[config.mk]
export PLATFORM = sky130hd
export DESIGN_NAME = butterfly_unit_3_flat
export DESIGN_NICKNAME = d
export VERILOG_FILES = /design/src/rtl/butterfly_unit_3_if.sv /design/src/rtl/butterfly_unit_3.sv /design/src/flat_wrapper.sv
export SDC_FILE = /design/constraint.sdc
export NUM_CORES = 1
export LEC_CHECK = 0
export ABC_AREA = 1
export CAP_MARGIN = 10
export CORE_ASPECT_RATIO = 1.5
export CORE_MARGIN = 1
export CORE_UTILIZATION = 45
export CTS_BUF_LIST = sky130_fd_sc_hd__clkbuf_4
export DETAILED_ROUTE_END_ITERATION = 7
export PLACE_DENSITY_LB_ADDON = 0.12
export SYNTH_ARGS = -nofsm -noshare
export SYNTH_HDL_FRONTEND = slang
export SYNTH_SLANG_ARGS = --single-unit
[constraint.sdc]
create_clock -name clk -period 3.5 [get_ports clk]
set_input_delay 0.35 -clock clk [delete_from_list [all_inputs] [get_ports clk]]
set_output_delay 0.35 -clock clk [all_outputs]
set_load 0.05 [all_outputs]
[src/rtl/butterfly_unit_3_if.sv]
// Handshake and operand/result bundle for the radix-2 DIT butterfly.
// The master side is the sample sequencer plus output buffer; the slave is the butterfly.
interface butterfly_unit_3_if #(
  parameter int DW = 12
);
  logic                 in_valid;
  logic                 in_ready;
  logic signed [DW-1:0] x0_re;
  logic signed [DW-1:0] x0_im;
  logic signed [DW-1:0] x1_re;
  logic signed [DW-1:0] x1_im;
  logic signed [DW-1:0] w_re;
  logic signed [DW-1:0] w_im;
  logic                 out_valid;
  logic                 out_ready;
  logic signed [DW:0]   y0_re;
  logic signed [DW:0]   y0_im;
  logic signed [DW:0]   y1_re;
  logic signed [DW:0]   y1_im;
  logic                 sat;

  modport master (
    output in_valid, x0_re, x0_im, x1_re, x1_im, w_re, w_im, out_ready,
    input  in_ready, out_valid, y0_re, y0_im, y1_re, y1_im, sat
  );

  modport slave (
    input  in_valid, x0_re, x0_im, x1_re, x1_im, w_re, w_im, out_ready,
    output in_ready, out_valid, y0_re, y0_im, y1_re, y1_im, sat
  );
endinterface

[src/rtl/butterfly_unit_3.sv]
// Radix-2 DIT butterfly: y0 = x0 + w*x1, y1 = x0 - w*x1.
// The complex product uses four parallel radix-2 Booth shift-add multipliers,
// one multiplier bit per cycle. ADD reduces and saturates the product; the
// first HOLD cycle forms the sum/difference and raises out_valid.
module butterfly_unit_3 #(
  parameter int DW      = 12,
  parameter int TW_FRAC = 7
) (
  input  logic                 clk,
  input  logic                 rst,
  butterfly_unit_3_if.slave    bus
);

  localparam int CW = $clog2(DW);
  localparam logic signed [2*DW:0] SAT_MAX = $signed({{(DW+2){1'b0}}, {(DW-1){1'b1}}});
  localparam logic signed [2*DW:0] SAT_MIN = $signed({{(DW+2){1'b1}}, {(DW-1){1'b0}}});

  typedef enum logic [1:0] {IDLE, MUL, ADD, HOLD} state_t;

  state_t state, next_state;

  logic [CW-1:0]          cnt;
  logic signed [DW-1:0]   x0_re_q, x0_im_q;
  logic signed [2*DW-1:0] m_re, m_im;
  logic [DW-1:0]          q_re, q_im;
  logic                   prev_re, prev_im;
  logic signed [2*DW-1:0] ac, bd, ad, bc;
  logic signed [DW-1:0]   p_re, p_im;
  logic                   p_sat;
  logic                   out_valid_q;
  logic signed [DW:0]     y0_re_q, y0_im_q, y1_re_q, y1_im_q;
  logic                   sat_q;

  logic signed [2*DW:0]   re_sum, im_sum, re_shift, im_shift;
  logic signed [DW-1:0]   p_re_n, p_im_n;
  logic                   re_sat, im_sat;

  // Booth recoding of the pair {current bit, previous bit}: 01 adds, 10 subtracts.
  function automatic logic signed [2*DW-1:0] booth_term(input logic [1:0] pair,
                                                         input logic signed [2*DW-1:0] m);
    case (pair)
      2'b01:   return m;
      2'b10:   return -m;
      default: return '0;
    endcase
  endfunction

  assign bus.in_ready  = (state == IDLE);
  assign bus.out_valid = out_valid_q;
  assign bus.y0_re     = y0_re_q;
  assign bus.y0_im     = y0_im_q;
  assign bus.y1_re     = y1_re_q;
  assign bus.y1_im     = y1_im_q;
  assign bus.sat       = sat_q;

  // State register.
  always_ff @(posedge clk) begin
    if (rst) state <= IDLE;
    else     state <= next_state;
  end

  // Next-state decode: accept in IDLE, count out the multiplier bits, hold until taken.
  always_comb begin
    next_state = state;
    case (state)
      IDLE: if (bus.in_valid) next_state = MUL;
      MUL:  if (cnt == '0) next_state = ADD;
      ADD:  next_state = HOLD;
      HOLD: if (out_valid_q && bus.out_ready) next_state = IDLE;
      default: next_state = IDLE;
    endcase
  end

  // Reduce the four partial products to p at 2*DW+1 bits, floor-shift and clamp to DW bits.
  always_comb begin
    re_sum   = {ac[2*DW-1], ac} - {bd[2*DW-1], bd};
    im_sum   = {ad[2*DW-1], ad} + {bc[2*DW-1], bc};
    re_shift = re_sum >>> TW_FRAC;
    im_shift = im_sum >>> TW_FRAC;
    p_re_n   = re_shift[DW-1:0];
    p_im_n   = im_shift[DW-1:0];
    re_sat   = 1'b0;
    im_sat   = 1'b0;
    if (re_shift > SAT_MAX) begin
      p_re_n = SAT_MAX[DW-1:0];
      re_sat = 1'b1;
    end else if (re_shift < SAT_MIN) begin
      p_re_n = SAT_MIN[DW-1:0];
      re_sat = 1'b1;
    end
    if (im_shift > SAT_MAX) begin
      p_im_n = SAT_MAX[DW-1:0];
      im_sat = 1'b1;
    end else if (im_shift < SAT_MIN) begin
      p_im_n = SAT_MIN[DW-1:0];
      im_sat = 1'b1;
    end
  end

  // Datapath: operand capture, Booth iteration, product reduction and output formation.
  always_ff @(posedge clk) begin
    if (rst) begin
      cnt         <= '0;
      x0_re_q     <= '0;
      x0_im_q     <= '0;
      m_re        <= '0;
      m_im        <= '0;
      q_re        <= '0;
      q_im        <= '0;
      prev_re     <= 1'b0;
      prev_im     <= 1'b0;
      ac          <= '0;
      bd          <= '0;
      ad          <= '0;
      bc          <= '0;
      p_re        <= '0;
      p_im        <= '0;
      p_sat       <= 1'b0;
      out_valid_q <= 1'b0;
      y0_re_q     <= '0;
      y0_im_q     <= '0;
      y1_re_q     <= '0;
      y1_im_q     <= '0;
      sat_q       <= 1'b0;
    end else begin
      case (state)
        IDLE: begin
          if (bus.in_valid) begin
            x0_re_q <= bus.x0_re;
            x0_im_q <= bus.x0_im;
            m_re    <= {{DW{bus.x1_re[DW-1]}}, bus.x1_re};
            m_im    <= {{DW{bus.x1_im[DW-1]}}, bus.x1_im};
            q_re    <= bus.w_re;
            q_im    <= bus.w_im;
            prev_re <= 1'b0;
            prev_im <= 1'b0;
            ac      <= '0;
            bd      <= '0;
            ad      <= '0;
            bc      <= '0;
            cnt     <= CW'(DW - 1);
          end
        end
        MUL: begin
          ac      <= ac + booth_term({q_re[0], prev_re}, m_re);
          bc      <= bc + booth_term({q_re[0], prev_re}, m_im);
          bd      <= bd + booth_term({q_im[0], prev_im}, m_im);
          ad      <= ad + booth_term({q_im[0], prev_im}, m_re);
          m_re    <= m_re <<< 1;
          m_im    <= m_im <<< 1;
          prev_re <= q_re[0];
          prev_im <= q_im[0];
          q_re    <= {q_re[DW-1], q_re[DW-1:1]};
          q_im    <= {q_im[DW-1], q_im[DW-1:1]};
          cnt     <= cnt - 1'b1;
        end
        ADD: begin
          p_re  <= p_re_n;
          p_im  <= p_im_n;
          p_sat <= re_sat | im_sat;
        end
        HOLD: begin
          if (!out_valid_q) begin
            y0_re_q     <= {x0_re_q[DW-1], x0_re_q} + {p_re[DW-1], p_re};
            y0_im_q     <= {x0_im_q[DW-1], x0_im_q} + {p_im[DW-1], p_im};
            y1_re_q     <= {x0_re_q[DW-1], x0_re_q} - {p_re[DW-1], p_re};
            y1_im_q     <= {x0_im_q[DW-1], x0_im_q} - {p_im[DW-1], p_im};
            sat_q       <= p_sat;
            out_valid_q <= 1'b1;
          end else if (bus.out_ready) begin
            out_valid_q <= 1'b0;
          end
        end
        default: ;
      endcase
    end
  end

endmodule

[src/flat_wrapper.sv]
// flat-port wrapper written by rule: the top's interface ports become plain ports
module butterfly_unit_3_flat 
#(
  parameter int DW      = 12,
  parameter int TW_FRAC = 7
)
  (clk, rst, bus_in_valid, bus_x0_re, bus_x0_im, bus_x1_re, bus_x1_im, bus_w_re, bus_w_im, bus_out_ready, bus_in_ready, bus_out_valid, bus_y0_re, bus_y0_im, bus_y1_re, bus_y1_im, bus_sat);
  butterfly_unit_3_if #(.DW(DW)) bus_i ();
  input  logic clk;
  input  logic rst;
  input wire logic [$bits(bus_i.in_valid)-1:0] bus_in_valid;
  input wire logic [$bits(bus_i.x0_re)-1:0] bus_x0_re;
  input wire logic [$bits(bus_i.x0_im)-1:0] bus_x0_im;
  input wire logic [$bits(bus_i.x1_re)-1:0] bus_x1_re;
  input wire logic [$bits(bus_i.x1_im)-1:0] bus_x1_im;
  input wire logic [$bits(bus_i.w_re)-1:0] bus_w_re;
  input wire logic [$bits(bus_i.w_im)-1:0] bus_w_im;
  input wire logic [$bits(bus_i.out_ready)-1:0] bus_out_ready;
  output wire logic [$bits(bus_i.in_ready)-1:0] bus_in_ready;
  output wire logic [$bits(bus_i.out_valid)-1:0] bus_out_valid;
  output wire logic [$bits(bus_i.y0_re)-1:0] bus_y0_re;
  output wire logic [$bits(bus_i.y0_im)-1:0] bus_y0_im;
  output wire logic [$bits(bus_i.y1_re)-1:0] bus_y1_re;
  output wire logic [$bits(bus_i.y1_im)-1:0] bus_y1_im;
  output wire logic [$bits(bus_i.sat)-1:0] bus_sat;
  assign bus_i.in_valid = bus_in_valid;
  assign bus_i.x0_re = bus_x0_re;
  assign bus_i.x0_im = bus_x0_im;
  assign bus_i.x1_re = bus_x1_re;
  assign bus_i.x1_im = bus_x1_im;
  assign bus_i.w_re = bus_w_re;
  assign bus_i.w_im = bus_w_im;
  assign bus_i.out_ready = bus_out_ready;
  assign bus_in_ready = bus_i.in_ready;
  assign bus_out_valid = bus_i.out_valid;
  assign bus_y0_re = bus_i.y0_re;
  assign bus_y0_im = bus_i.y0_im;
  assign bus_y1_re = bus_i.y1_re;
  assign bus_y1_im = bus_i.y1_im;
  assign bus_sat = bus_i.sat;
  butterfly_unit_3 #(.DW(DW), .TW_FRAC(TW_FRAC)) u_core (.clk(clk), .rst(rst), .bus(bus_i));
endmodule
# Word-level counts from Yosys, hierarchy flattened

Cells that the tools add are included.

$add $sub $neg: 13
Multiply operators: 0
Divide/modulo/power cells: 0
$lt $le $gt $ge: 4
Eq/ne operators: 10
Shift-type cells: 0
Multiplexer cells: 44
Bitwise gates (word level): 3
Reduce and logical (&&, ||, !) cells: 9

Operators by type and width:

| operator             | count |
|---|---|
| $pmux 24 s2          | 10 |
| $mux 24              | 11 |
| $add 24x24->24       | 4 |
| $mux 12              | 6 |
| $neg 24->24          | 2 |
| $pmux 12 s2          | 2 |
| $gt 18x12->1 const B | 2 |
| $lt 18x12->1 const B | 2 |
| $add 12x12->13       | 2 |
| $sub 12x12->13       | 2 |
| $add 24x24->25       | 1 |
| $sub 24x24->25       | 1 |
| $eq 2x2->1 const B   | 4 |
| $pmux 2 s4           | 1 |
| $pmux 4 s2           | 1 |
| $mux 1               | 7 |
| $eq 2x1->1 const B   | 3 |
| $mux 2               | 3 |
| $reduce_and 2->1     | 3 |
| $reduce_and 3->1     | 2 |
| $logic_not 4->1      | 1 |
| $mux 4               | 1 |
| $ne 2x1->1 const B   | 2 |
| $pmux 1 s2           | 2 |
| other kinds (7)      | 8 |

Register bits after elaboration: 279
Bits in latches: 0
Memory bits (writable): 0
ROM bits: 0
Input port bits: 76
Output and inout port bits: 55
Logic and storage cells: 108
Memories kept: 0

# Depth between registers and ports, before layout

Gate-level depths: netlist (run 1).

Depth in word-level cells: 6
Depth in mapped cells: 25

# Worst setup path before layout (run 1)

Ideal clock, no wire load.

Path type: reg2reg
From: reg u_core.m_re[0]
To: reg u_core.ac[23]
Library setup time: 0.132 ns
Arrival: 2.897 ns
Data required time: 3.368 ns
Setup slack: 0.471 ns
Cell stages (with the launch flop): 25
Buffers on the path: 0
Period minus slack after synthesis: 3.029 ns
Cell sequence: dfxtp_1 inv_1 ha_1 nand2_1 nor2_2 nand4_2 nor2_2 nand3_1 nor2_1 inv_2 nor3_2 xor2_1 inv_1 nand2_1 a21oi_1 ha_1 inv_1 nor3_1 nand2_1 nor4_1 a21oi_1 inv_1 nand2_1 nand3_1 a21oi_1

Longest elaborated chain between the ends: 6

RTL lines:

| item                   | RTL line                | source |
|---|---|---|
| from (decl)            | butterfly_unit_3.sv:24  | `logic signed [2*DW-1:0] m_re, m_im;` |
| from (signal assigned) | butterfly_unit_3.sv:131 | `m_re <= {{DW{bus.x1_re[DW-1]}}, bus.x1_re};` |
| from (signal assigned) | butterfly_unit_3.sv:149 | `m_re <= m_re <<< 1;` |
| $neg 24->24            | butterfly_unit_3.sv:43  | `2'b10: return -m;` |
| $pmux 24 s2 (*)        | butterfly_unit_3.sv:41  | `case (pair)` |
| $mux 24 (*)            | butterfly_unit_3.sv:126 | `case (state)` |
| $mux 24 (*)            | butterfly_unit_3.sv:102 | `if (rst) begin` |
| $add 24x24->24 (*)     | butterfly_unit_3.sv:145 | `ac <= ac + booth_term({q_re[0], prev_re}, m_re);` |
| $pmux 24 s2 (*)        | butterfly_unit_3.sv:126 |  |
| to (signal assigned)   | butterfly_unit_3.sv:145 |  |
| to (decl)              | butterfly_unit_3.sv:27  | `logic signed [2*DW-1:0] ac, bd, ad, bc;` |

Every way passes the cells marked *; elsewhere a longest branch is shown, timed or not. The select of a mux whose other input is x is not followed.
A chain may end at the register's enable or synchronous reset.

# Worst setup path after layout (run 1)

From: reg u_core.m_im[1]
To: reg u_core.bc[20]

Longest elaborated chain between the ends: 6

RTL lines:

| item                   | RTL line                | source |
|---|---|---|
| from (decl)            | butterfly_unit_3.sv:24  |  |
| from (signal assigned) | butterfly_unit_3.sv:132 | `m_im <= {{DW{bus.x1_im[DW-1]}}, bus.x1_im};` |
| from (signal assigned) | butterfly_unit_3.sv:150 | `m_im <= m_im <<< 1;` |
| $neg 24->24            | butterfly_unit_3.sv:43  |  |
| $pmux 24 s2 (*)        | butterfly_unit_3.sv:41  |  |
| $mux 24 (*)            | butterfly_unit_3.sv:126 |  |
| $mux 24 (*)            | butterfly_unit_3.sv:102 |  |
| $add 24x24->24 (*)     | butterfly_unit_3.sv:146 | `bc <= bc + booth_term({q_re[0], prev_re}, m_im);` |
| $pmux 24 s2 (*)        | butterfly_unit_3.sv:126 |  |
| to (signal assigned)   | butterfly_unit_3.sv:146 |  |
| to (decl)              | butterfly_unit_3.sv:27  |  |

Marked as above.

==> results.md, run 1 <==
- finished, violations left — outcome
- setup timing — violations in the final reports
- 1 — initial antenna violation count
- 0.855 ns — transition time of the tightest slew-check pin
- 4.14 ns — data required time of the worst path
- 282 MHz — max frequency
- inv_2, ha_4, nand2_4, nor4_4, nand4_1, nor2_1, nand3_2, buf_4, o21ai_2, inv_1, nand2_1, a21oi_2, ha_4, nand2_2, nor2_4, inv_1, nor2_2, nand4_1, nand3_2, nand3_1, nand2_1, a21oi_1, o21ai_0, a21oi_1 — cell-by-cell trace of the critical path
- dfxtp_1 — top flip-flop cell by instance count after synthesis
- 3.35% — xor-xnor portion of the synthesized cell area
- 24,216 — via count of the first global-routing pass
- 83,000 um — Post-Route WL
- 25,727 — number of vias after detailed routing
- 656 uV — worst ir drop on vdd
- yes — unrepaired setup endpoints after global routing
- -0.04 ns — minimum setup slack among reg-to-reg paths
- 0 — warning count from the yosys run
- 0 — Max-cap violations
- nand2_1 — leading cell type in the layout, fill and taps excluded
- u_core.bc[20]$_SDFFE_PP0P_ — Reg-to-Reg End
- 45.5% — initial core utilization
- 50 — number of distinct library cell variants in the gate-level netlist after synthesis
- u_core.m_im[1]$_SDFFE_PP0P_ — start of the worst register-to-register path
- 24 — number of cells on the worst reg-to-reg path
- 20.4% — P&R area growth vs syn
- 23.6% — sequential element share of the synthesized area
- 0.0775 ns — worst slack on hold paths
- 0 — count of unresolved DRC violations after routing
- 54.8% — utilization after layout
- 0.36 ns — peak per-stage delay on the critical path
- 3,837 — gate count after technology mapping
- 0.86 ns — later-pin clock latency in the skew report
- 30.5% — GR Util All Layers
- 189 um — die width
- -0.130 ns — DP Worst Slack
- reg2reg — Critical Setup Path Class
- 277 — number of sinks driven by the clock tree
- -0.123 ns — TNS Setup
- 64,100 um — Final HPWL DP
- 13.1% — layout cells sized above 1
- 127,000 um — first-pass GRT wire length
- nand2_1 (1,011), inv_1 (448), a21oi_1 (413) — most frequent cells in the layout
- 4 — maximum fanout along the worst path
- simple AND/OR/NAND/NOR gates — kind of cell adding the most delay to the critical path
- 4.18 ns — worst endpoint data arrival time
- 23,500 um2 — cell area after synthesis
- 43.0% — worst slew slack as a fraction of its limit
- 101% — share of the clock period used by the worst path
- 0% — ys async rst share
- u_core.bc[20]$_SDFFE_PP0P_ — critical path endpoint
- nor4_4 — critical-path cell with the highest stage delay
- 277 — synthesized flop and latch total
- yes — CTS tree
- flip-flop — CP Launch Type
- flip-flop — Crit. End Element
- 21.4% — compound-cell area share of the yosys netlist
- 0 — count of pins over their slew limit
- 282 um — height of the die
- clkbuf_4 — clock tree root driver cell
- 3 — Max Root-Sink Buffers
- 3.54 ns — minimum clock period
- 17.3 um — detailed-route wire length per cell
- 5,468 — fill cell total of the finished layout
- u_core.m_im[1]$_SDFFE_PP0P_ — worst setup path startpoint
- 130 — total of buffers placed on input and output ports
- 76 — cts bufs inserted
- 131 — ports placed on the boundary
- 4,120 — net count after synthesis
- -0.0421 ns — min setup slack post-route
- 1,472 — violation count after the first detailed-route iteration
- 102 — row count
- 0 — remaining global-route overflow
- 1.00 — RD Place Congestion
- 11.3% — share of synthesized cell area in full adder, half adder and majority cells
- 0.07 ns — clock transition time at the flip-flop clock pins of the worst setup and hold paths
- 24 — Worst path depth
- 640 nW/um2 — areal power density over the cells
- 28,300 um2 — Final Cell Area
- 0 — count of final hold-check violations
- 3 — worst hold stages
- simple AND/OR/NAND/NOR gates — main combinational cell family by area after synthesis
- 26,300 um2 — Placed Instance Area
- 4 — CP Buf/Inv Count
- 6 — iteration count of the initial detailed-routing pass
- 4,359 — Net count, final
- 0.0660 ns — clock skew after layout
- 4 — # setup viols final
- 0% — post-synthesis mux area share
- 0 — number of nets with antenna violations after detailed routing
- 51,700 um2 — area of the core
- in2reg — worst hold path type
- 103 — maximum number of pins on one net before global-route repair
- 5.36 — vias per std cell
- 53,200 um2 — die area
- 6.13 um2 — mean instance size in the synthesized netlist
- 13.5 nW — Static Leak
- 30.1% — simple-gate portion of the synthesized area
- 0 — number of enable flip-flop cells after synthesis
- 3 — H-tree lvl count
-- Yosys cell counts (42+ instances only) --
| cell | n | area, um2 |
|---|---|---|
| nand2_1 | 1034 | 3880 |
| inv_1 | 465 | 1750 |
| a21oi_1 | 451 | 2260 |
| nor2_1 | 325 | 1220 |
| o21ai_0 | 308 | 1540 |
| dfxtp_1 | 277 | 5550 |
| ha_1 | 199 | 2490 |
| nand3_1 | 149 | 746 |
| clkbuf_1 | 134 | 503 |
| xor2_1 | 70 | 613 |
| a31oi_1 | 58 | 363 |
| nor3_1 | 42 | 210 |
-- where the power goes --
part	total [mW]	internal, mW	switching [mW]
Combinational	10.7	3.69	7.01
Clock	2.88	1.38	1.50
Sequential	4.55	3.84	0.705
Total	18.1	8.91	9.21
-- tightest hold or removal path, delay by kind of cell --
family | cells | cell delay, ns
AND/OR/NAND/NOR | 1 | 0.08
buffers and inverters | 1 | 0.39
AO/OA/AOI/OAI | 1 | 0.07
-- area by class of cell --
cell class / count / area, um2 / share of cell area, %
Clock inverter: 29 / 161 / 0.570
Inverter: 473 / 1780 / 6.28
Tap cell: 676 / 846 / 2.99
Sequential cell: 277 / 5550 / 19.6
Antenna cell: 1 / 2.50 / 0.00883
Clock buffer: 97 / 728 / 2.57
Multi-Input combinational cell: 2926 / 16300 / 57.7
Timing Repair Buffer: 322 / 2920 / 10.3
-- through the flow --
step,std cells,power (mW)
after floorplan,3837,11.3
after global placement,4638,14.7
after detailed placement,4638,14.8
after CTS,4784,17.8
after global routing,4801,19.5
final,4801,18.1
-- worst min-delay path by stage --
stage	from	endpoint	slack, ns
floorplan	u_core.m_im[0]$_SDFFE_PP0P_	u_core.m_im[0]$_SDFFE_PP0P_	0.44
global placement	u_core.m_re[0]$_SDFFE_PP0P_	u_core.m_re[0]$_SDFFE_PP0P_	0.45
detailed placement	u_core.bus.y0_im[12]$_SDFFE_PP0P_	u_core.bus.y0_im[12]$_SDFFE_PP0P_	0.46
CTS	bus_w_im[2]	u_core.q_im[2]$_SDFFE_PP0P_	0.009
global route	bus_w_re[9]	u_core.q_re[9]$_SDFFE_PP0P_	0.07
finish	bus_w_re[9]	u_core.q_re[9]$_SDFFE_PP0P_	0.08
-- sequential cells by signal, summed over array words and instances, names as in the netlist, 2 cells and up --
name / cells
u_core.ad: 24
u_core.bus.y1_im: 13
u_core.p_re: 12
u_core.bus.y0_im: 12
u_core.state: 2
u_core.x0_re_q: 12
u_core.bd: 24
u_core.m_im: 24
u_core.bus.y0_re: 12
u_core.q_re: 12
u_core.ac: 24
u_core.bc: 24
u_core.cnt: 4
u_core.p_im: 12
u_core.x0_im_q: 12
u_core.m_re: 24
u_core.q_im: 12
u_core.bus.y1_re: 13
-- layer usage --
| layer | up-vias | global-route usage (%) | share of wire (%) |
|---|---|---|---|
| met3 | 213 | 3.44 | 4.4 |
| met4 | 0 | 18.8 | 6.1 |
| li1 | 13071 | - | - |
| met5 | - | 0 | 0 |
| met2 | 746 | 55.4 | 50 |
| met1 | 11697 | 33.8 | 40 |
-- kinds of logic after synthesis --
logic type / Yosys count
flip-flops: 277
AO/OA/AOI/OAI: 930
adder cells (fa/ha/maj): 207
buffers and inverters: 634
AND/OR/NAND/NOR: 1699
XOR/XNOR: 90
-- repair_timing --
action	4_1_cts	5_1_grt
hold buffers	20	0
pin swaps	2	74
resized for setup	10	195
setup buffers	0	16
endpoints found under the hold margin	44	0
setup endpoints to repair	10	47
Power figures use the tool's default switching activity.
==> inputs of run 2 (changes only) <==
- clock period: 3.5 -> 3.4 ns (I/O delays scaled with it)
==> results.md, run 2 (synthesis results as in run 1) <==
- 0 — number of nets with antenna violations after detailed routing, unchanged
- 4,743 — placed cell count, was 4,638
- 4.15 ns — data required time of the worst path, was 4.14 ns
- 0.982 ns — transition time of the tightest slew-check pin, was 0.855 ns
- 31.1% — GR Util All Layers, was 30.5%
- 0.0460 ns — clock skew after layout, was 0.0660 ns
- 0.83 ns — later-pin clock latency in the skew report, was 0.86 ns
- 146 — maximum number of pins on one net before global-route repair, was 103
- 65,900 um — Final HPWL DP, was 64,100 um
- 3.30 ns — minimum clock period, was 3.54 ns
- 78 — cts bufs inserted, was 76
- 14.1 nW — Static Leak, was 13.5 nW
- 45.5% — initial core utilization, unchanged
- 34.6% — worst slew slack as a fraction of its limit, was 43.0%
- 16.4% — layout cells sized above 1, was 13.1%
- 277 — number of sinks driven by the clock tree, unchanged
- 1 — initial antenna violation count, unchanged
- 0 — count of unresolved DRC violations after routing, unchanged
- 1,284 — violation count after the first detailed-route iteration, was 1,472
- nand2_1 — leading cell type in the layout, fill and taps excluded, unchanged
- 3 — worst hold stages, unchanged
- 0.08 ns — clock transition time at the flip-flop clock pins of the worst setup and hold paths, was 0.07 ns
- 25 — number of cells on the worst reg-to-reg path, was 24
- 0 — count of final hold-check violations, unchanged
- dfxtp_2 — critical-path cell with the highest stage delay, was nor4_4
- 56.7% — utilization after layout, was 54.8%
- 27,100 um2 — Placed Instance Area, was 26,300 um2
- 0 — Max-cap violations, unchanged
- 17.4 um — detailed-route wire length per cell, was 17.3 um
- reg2reg — Critical Setup Path Class, unchanged
- 0.102 ns — min setup slack post-route, was -0.0421 ns
- 0 — # setup viols final, was 4
- yes — CTS tree, unchanged
- 3 — H-tree lvl count, unchanged
- 0 ns — TNS Setup, was -0.123 ns
- 85,000 um — Post-Route WL, was 83,000 um
- 29,300 um2 — Final Cell Area, was 28,300 um2
- 0 — count of pins over their slew limit, unchanged
- 4,451 — Net count, final, was 4,359
- 130,000 um — first-pass GRT wire length, was 127,000 um
- 53,200 um2 — die area, unchanged
- clkbuf_4 — clock tree root driver cell, unchanged
- completed — outcome, was finished, violations left
- 0.33 ns — peak per-stage delay on the critical path, was 0.36 ns
- 282 um — height of the die, unchanged
- 3 — Max Root-Sink Buffers, unchanged
- 97.0% — share of the clock period used by the worst path, was 101%
- yes — unrepaired setup endpoints after global routing, unchanged
- flip-flop — Crit. End Element, unchanged
- nand2_1 (1,003), inv_1 (452), a21oi_1 (400) — most frequent cells in the layout, was nand2_1 (1,011), inv_1 (448), a21oi_1 (413)
- 4,895 — Finished Layout Cells, was 4,801
- 669 nW/um2 — areal power density over the cells, was 640 nW/um2
- 102 — row count, unchanged
- 5.34 — vias per std cell, was 5.36
- 0.961 — RD Place Congestion, was 1.00
- 485 uV — worst ir drop on vdd, was 656 uV
- 303 MHz — max frequency, was 282 MHz
- in2reg — worst hold path type, unchanged
- 24.5% — P&R area growth vs syn, was 20.4%
- 0 — remaining global-route overflow, unchanged
- 19.6 mW — power consumption, was 18.1 mW
- 0.0863 ns — worst slack on hold paths, was 0.0775 ns
- flip-flop — CP Launch Type, unchanged
- 4.05 ns — worst endpoint data arrival time, was 4.18 ns
- 131 — ports placed on the boundary, unchanged
- 24,632 — via count of the first global-routing pass, was 24,216
- 26,117 — number of vias after detailed routing, was 25,727
- 130 — total of buffers placed on input and output ports, unchanged
- 6 — iteration count of the initial detailed-routing pass, unchanged
- -0.119 ns — DP Worst Slack, was -0.130 ns
- 4 — maximum fanout along the worst path, unchanged
- 51,700 um2 — area of the core, unchanged
- 189 um — die width, unchanged
==> run 2: cell count changes in the layout (fill, tap and decap cells not counted), sizes merged <==
| cell | delta |
|---|---|
| bufinv | +2 |
| dlygate4sd3 | -19 |
| clkbuf | +10 |
| buf | +109 |
| clkinv | -8 |
==> run 2: metal layers <==
| metal | up-vias | global-route usage [%] | share of wire [%] |
|---|---|---|---|
| met4 | 0 | 19.3 | 6.1 |
| met2 | 664 | 56.3 | 50 |
| met5 | - | 0 | 0 |
| met1 | 11976 | 34.5 | 40 |
| met3 | 219 | 3.62 | 4.1 |
| li1 | 13258 | - | - |
==> run 2: final timing paths <==
path	to	slack, ns	from
worst min register to register	u_core.q_re[1]$_SDFFE_PP0P_	0.45	u_core.q_re[2]$_SDFFE_PP0P_
worst max-delay path	u_core.bc[20]$_SDFFE_PP0P_	0.10	u_core.m_im[1]$_SDFFE_PP0P_
worst max register to register	u_core.bc[20]$_SDFFE_PP0P_	0.10	u_core.m_im[1]$_SDFFE_PP0P_
worst min-delay path	u_core.q_im[0]$_SDFFE_PP0P_	0.09	bus_w_im[0]
==> run 2: critical path: cells and delay by family (launching register included) <==
| kind | cells | cell delay [ns] |
|---|---|---|
| adders and majority gates | 2 | 0.42 |
| buffers and inverters | 4 | 0.42 |
| and+or+nand+nor | 13 | 1.26 |
| DFF | 1 | 0.33 |
| AOI/OAI and AO/OA | 6 | 0.80 |
==> run 2: cell type report <==
class | count | area [um2]
Timing Repair Buffer | 412 | 3540
Sequential cell | 277 | 5550
Fill cell | 5406 | 22400
Clock buffer | 107 | 803
Antenna cell | 1 | 2.50
Multi-Input combinational cell | 2926 | 16600
Tap cell | 676 | 846
Inverter | 473 | 1780
Clock inverter | 23 | 176
==> run 2: timing repair <==
item,CTS,global route
endpoints found under the setup margin,10,52
resized for setup,22,238
hold buffers,1,0
hold endpoints to repair,1,0
pin swaps,5,101
buffers inserted,3,17
==> run 2: where the power goes <==
group	internal (mW)	switching, mW
registers	3.96	0.647
logic	4.21	7.54
clock network	1.68	1.55
